--- src/rtl/pipe_pkg.sv ---
// Shared pipeline definitions: load-size encodings, FP control bit indices and
// the registered MEM/WB slot layout.
package pipe_pkg;

  localparam logic [1:0] DS_WORD = 2'b00;
  localparam logic [1:0] DS_HALF = 2'b01;
  localparam logic [1:0] DS_BYTE = 2'b10;

  localparam int FP_BIT       = 0;
  localparam int DBL_BIT      = 1;
  localparam int LINK_REG_DEF = 31;

  typedef struct packed {
    logic        valid;
    logic        memtoreg;
    logic        regwr;
    logic [1:0]  dsize;
    logic        loadext;
    logic        jal;
    logic        jar;
    logic [1:0]  fpoint;
    logic [4:0]  rw;
    logic [31:0] exec;
    logic [31:0] dmem;
    logic [31:0] link;
  } mem_slot_t;

endpackage

--- src/rtl/load_align.sv ---
// Big-endian load lane selection with sign/zero extension; flags half/word
// accesses whose address is not naturally aligned.
module load_align
  import pipe_pkg::*;
(
  input  logic [31:0] data_i,
  input  logic [1:0]  addr_i,
  input  logic [1:0]  dsize_i,
  input  logic        loadext_i,
  output logic [31:0] data_o,
  output logic        misalign_o
);

  logic [7:0]  byte_sel;
  logic [15:0] half_sel;

  always_comb begin
    byte_sel   = 8'h00;
    half_sel   = 16'h0000;
    data_o     = data_i;
    misalign_o = 1'b0;
    // Lane 0 is the most significant byte.
    unique case (addr_i)
      2'd0:    byte_sel = data_i[31:24];
      2'd1:    byte_sel = data_i[23:16];
      2'd2:    byte_sel = data_i[15:8];
      default: byte_sel = data_i[7:0];
    endcase
    half_sel = addr_i[1] ? data_i[15:0] : data_i[31:16];
    case (dsize_i)
      DS_BYTE: data_o = {{24{loadext_i & byte_sel[7]}}, byte_sel};
      DS_HALF: begin
        data_o     = {{16{loadext_i & half_sel[15]}}, half_sel};
        misalign_o = addr_i[0];
      end
      default: begin
        data_o     = data_i;
        misalign_o = (addr_i != 2'd0);
      end
    endcase
  end

endmodule

--- src/rtl/mem_wb_unit.sv ---
// MEM/WB stage: registers MEM results, then aligns loads, picks the writeback
// source and derives integer/FP write enables purely from registered state.
module mem_wb_unit
  import pipe_pkg::*;
#(
  parameter int LINK_REG = LINK_REG_DEF,
  parameter int CNT_W    = 32
) (
  input  logic             clk,
  input  logic             reset,
  input  logic             stall,
  input  logic             flush,
  input  logic             mValid,
  input  logic             memtoreg_in,
  input  logic             regWr_in,
  input  logic [1:0]       dsize_in,
  input  logic             loadext_in,
  input  logic             jal_in,
  input  logic             jar_in,
  input  logic [1:0]       fPoint_in,
  input  logic [4:0]       rw_in,
  input  logic [31:0]      execResult_in,
  input  logic [31:0]      dmem_in,
  input  logic [31:0]      linkAddr_in,
  output logic [31:0]      wbData,
  output logic [4:0]       wbRw,
  output logic             wbRegWr,
  output logic             wbFpWr,
  output logic             wbDouble,
  output logic             misalign,
  output logic [CNT_W-1:0] instret
);

  localparam logic [4:0] LINK_RW = 5'(LINK_REG);

  // Valid semantics: slot_q.valid marks a real instruction in writeback; a slot
  // retires on every edge where it is valid and stall is low. There is no
  // backpressure output: upstream holds its slot while stall is high.
  mem_slot_t        slot_d, slot_q;
  logic             misalign_d, misalign_q;
  logic [CNT_W-1:0] instret_d, instret_q;

  logic [31:0] load_data;
  logic        load_mis;
  logic        is_link, fp_path, dbl_odd, mis_now, wr_ok;

  load_align u_load_align (
    .data_i     (slot_q.dmem),
    .addr_i     (slot_q.exec[1:0]),
    .dsize_i    (slot_q.dsize),
    .loadext_i  (slot_q.loadext),
    .data_o     (load_data),
    .misalign_o (load_mis)
  );

  always_comb begin
    slot_d = '{valid:    mValid,
               memtoreg: memtoreg_in,
               regwr:    regWr_in,
               dsize:    dsize_in,
               loadext:  loadext_in,
               jal:      jal_in,
               jar:      jar_in,
               fpoint:   fPoint_in,
               rw:       rw_in,
               exec:     execResult_in,
               dmem:     dmem_in,
               link:     linkAddr_in};

    is_link = slot_q.jal | slot_q.jar;
    fp_path = slot_q.fpoint[FP_BIT] & ~is_link;
    // A double FP pair must start on an even register.
    dbl_odd = slot_q.valid & slot_q.regwr & fp_path & slot_q.fpoint[DBL_BIT] & slot_q.rw[0];
    mis_now = (slot_q.valid & slot_q.memtoreg & load_mis) | dbl_odd;
    wr_ok   = slot_q.valid & slot_q.regwr & ~mis_now;

    wbData = 32'h0;
    wbRw   = 5'h0;
    if (slot_q.valid) begin
      if (is_link) begin
        wbData = slot_q.link;
        wbRw   = LINK_RW;
      end else begin
        wbData = slot_q.memtoreg ? load_data : slot_q.exec;
        wbRw   = slot_q.rw;
      end
    end
    wbFpWr   = wr_ok & fp_path;
    wbRegWr  = wr_ok & ~fp_path & (wbRw != 5'h0);
    wbDouble = wbFpWr & slot_q.fpoint[DBL_BIT];

    misalign_d = misalign_q | (~stall & mis_now);
    instret_d  = (~stall & slot_q.valid) ? instret_q + CNT_W'(1) : instret_q;
  end

  always_ff @(posedge clk) begin
    if (reset) begin
      slot_q     <= '0;
      misalign_q <= 1'b0;
      instret_q  <= '0;
    end else begin
      if (flush)       slot_q.valid <= 1'b0;
      else if (!stall) slot_q       <= slot_d;
      misalign_q <= misalign_d;
      instret_q  <= instret_d;
    end
  end

  assign misalign = misalign_q;
  assign instret  = instret_q;

endmodule

--- config.mk ---
export PLATFORM = sky130hd
export DESIGN_NAME = mem_wb_unit
export DESIGN_NICKNAME = d
export VERILOG_FILES = /design/src/rtl/pipe_pkg.sv /design/src/rtl/load_align.sv /design/src/rtl/mem_wb_unit.sv
export SDC_FILE = /design/constraint.sdc
export NUM_CORES = 1
export LEC_CHECK = 0
export CORE_MARGIN = 2
export CORE_UTILIZATION = 44
export DETAILED_ROUTE_END_ITERATION = 8
export PLACE_DENSITY = 0.81
export RECOVER_POWER = 25
export SLEW_MARGIN = 30
export SYNTH_ARGS = -nofsm -noshare
export SYNTH_HDL_FRONTEND = slang
export SYNTH_SLANG_ARGS = --single-unit
--- constraint.sdc ---
create_clock -name clk -period 2.2 [get_ports clk]
set_input_delay 0.44 -clock clk [delete_from_list [all_inputs] [get_ports clk]]
set_output_delay 0.44 -clock clk [all_outputs]
set_load 0.01 [all_outputs]
==> impl_metrics.csv <==
group,metric,value,unit
run_status,status,"complete, but fails checks",
run_status,violations,"DRC, setup timing",
drt,dr.max_layer_used,"met4",
drt,drt_iter0_markers,819,
die,num_rows,45,
drt,routed_wl,25800,µm
layout,utilization,69.2,%
drt,drt-met1-wl,9840,µm
synth,ys_types,51,
worst_hold_path,hold_path_class,"reg -> reg",
die,chipHeight,129,µm
die,die-area,0.0165,mm²
synth,synth_warnings,0,
setup_path,slowest_stage,"o311ai_4",
die,ios,188,
layout,area_growth,54.0,%
setup_path,cp-start-kind,"flip-flop",
drt,num_vias,7876,
synth,syn_inst,911,
global_route,track_usage,29.1,%
cts,cts.clk_slew.worst_paths,60,ps
sta,relSlewSlack,51.5,%
synth,seq_area_frac_synth,42.2,%
cts,clk_latency,430,ps
drt,wl_per_cell,19.4,µm
sta,drv_slew,0,
cts,cts_root_buf,"clkbuf_16",
die,start_util,44.9,%
die,fp.coreArea,0.0152,mm²
synth,netlist_area,0.00683,mm²
synth,synth_top_area_share,42.2,%
setup_path,crit_start,"slot_q[106]",
placement,hpwl,16000,µm
sta,worst_slack,-497,ps
sta,finalCritPeriodShare,123,%
layout,fill_cells,1173,
global_route,grt_max_degree,58,
drt,routed-wl-met2,12600,µm
synth,synth-edff-count,0,
setup_path,crit-reg2reg-launch,"instret[11]",
layout,layout_common_cells,"nand2_1 (237), clkdlybuf4s50_1 (145), dfxtp_1 (138), a21oi_1 (132), buf_4 (49)",
cts,cts_tree,"built",
setup_path,arrival,2260,ps
layout,layout.cells.most_common,"nand2_1",
synth,synthFlopType,"dfxtp_1",
sta,tightest_slew,727,ps
setup_path,critPathMaxFanout,4,
synth,syn_area_per_cell,7.50,µm²
placement,gp_congestion,0.949,
synth,syn_nets,1029,
cts,cts_max_path_buffers,2,
sta,fmax,371,MHz
placement,post-place-ws,-616,ps
power,p_per_area,647,mW/mm²
layout,antennaDiodeCount,0,
sta,setup_violations,37,
setup_path,path_cells,"inv_2 > ha_4 > buf_4 > o311ai_4 > a221oi_4 > nor4b_2 > buf_2",
synth,synth_async_sr_flop_share,0,%
power,p_leak,3.82,nW
sta,rsz0062_at_grt,"yes",
synth,yosysTopAreaCell,"dfxtp_1",
synth,ys_seq_elements,144,
synth,synth.area.top_cells,"dfxtp_1 (42%), nand2_1 (13%), a21oi_1 (10%)",
cts,hold_buffers,0,
setup_path,worst_setup_path_end_kind,"output pin",
setup_path,max_stage_delay,430,ps
global_route,grt_overflow,0,
sta,hold_violations,0,
global_route,grt_pass1_wl,37700,µm
drt,postRouteAntennaNets,0,
worst_hold_path,hp-start,"slot_q[9]",
global_route,antenna_found_initial,0,
drt,drc,1,
cts,cts_sinks,144,
cts,cts_inserted_buffers,17,
placement,io_buffers,187,
setup_path,worstSetupPathType,"reg -> out",
drt,firstDrtPassIters,8,
global_route,grt_pass1_vias,7373,
layout,layout-drive-gt1-share,20.9,%
setup_path,cp.required,1760,ps
flow_run,cap_violations,0,
power,peakVddDrop,0.000568,V
sta,final.min_clock_period,2700,ps
drt,via_per_inst,5.92,
cts,htreeDepth,4,
drt,dr_wl_met3,2260,µm
layout,final_nets,1248,
die,die_x,129,µm
sta,fin_skew,6.77,ps
-- metrics by stage --
stage	instance area (µm²)	total power, mW	setup TNS, ps	cells	hold WS [ps]
2_1_floorplan	6840	3.16	0	911	432
3_3_place_gp	9210	3.59	-12690	1272	436
3_5_place_dp	9210	3.60	-14060	1272	445
4_1_cts	10300	6.71	-8880	1325	452
5_1_grt	10500	7.00	-20660	1331	474
6_report	10500	6.81	-12260	1331	451
-- report_power, final --
group / switching (mW) / leakage (nW) / total, mW / internal [mW]
Clock: 1.13 / 0.298 / 3.05 / 1.92
Sequential: 0.0803 / 1.18 / 2.78 / 2.70
Combinational: 0.501 / 2.35 / 0.969 / 0.468
Total: 1.71 / 3.82 / 6.81 / 5.10
-- Yosys cell counts (9+ instances only) --
cell type and n:
nand4_1 12, nand2_1 239, nor3_1 9, o22ai_1 17, inv_1 16, or4_1 10, nand2b_1 18, nor2b_1 14
o21ai_0 43, a31oi_1 30, nor2_1 30, o31ai_1 10, clkbuf_1 57, nand3_1 11, dfxtp_1 144, a21oi_1 138
-- final timing paths --
kind	end	slack (ps)	depth (start not counted)
setup / recovery	wbData[6]	-500	7
hold / removal	slot_q[9]	450	2
setup reg to reg	instret[27]	270	4
hold reg to reg	slot_q[9]	450	2
-- routing by layer --
metal	global-route usage (%)	vias up
met1	35.3	3731
met2	50.2	450
met4	10.7	0
met5	0	-
li1	-	3606
met3	7.15	89
-- sequential cells by signal, indices dropped and copies added (netlist names) --
signal,flops
instret,32
misalign,1
slot_q,111
-- repair_timing --
action	in CTS	in global routing
endpoints found under the setup margin	40	35
cloned	2	0
endpoints found under the hold margin	0	0
pin swaps	57	29
resized for setup	250	38
buffers inserted	20	7
-- kinds of logic after synthesis --
group / after synthesis / share of synthesized area, %
muxes: 14 / 2.16
adders and majority gates: 3 / 0.550
and+or+nand+nor: 382 / 25.9
buffers and inverters: 89 / 5.46
AOI/OAI and AO/OA: 265 / 22.0
DFF: 144 / 42.2
xor gates and xnor gates: 14 / 1.80
-- layout make-up --
class                           instances  area (µm²)  share of cell area, %
Clock buffer                           22         454                   4.32
Clock inverter                         10         160                   1.52
Inverter                               16        72.6                  0.690
Multi-Input combinational cell        678        4160                   39.5
Sequential cell                       144        2890                   27.5
Tap cell                              188         235                   2.24
Timing Repair Buffer                  273        2550                   24.2
-- worst max-delay path, delay by kind of cell, from the launching register on --
family / cells / cell delay, ps
DFF: 1 / 350
adders and majority gates: 1 / 260
AOI/OAI and AO/OA: 2 / 510
and+or+nand+nor: 1 / 310
buffers and inverters: 3 / 390
Power figures use the tool's default switching activity.
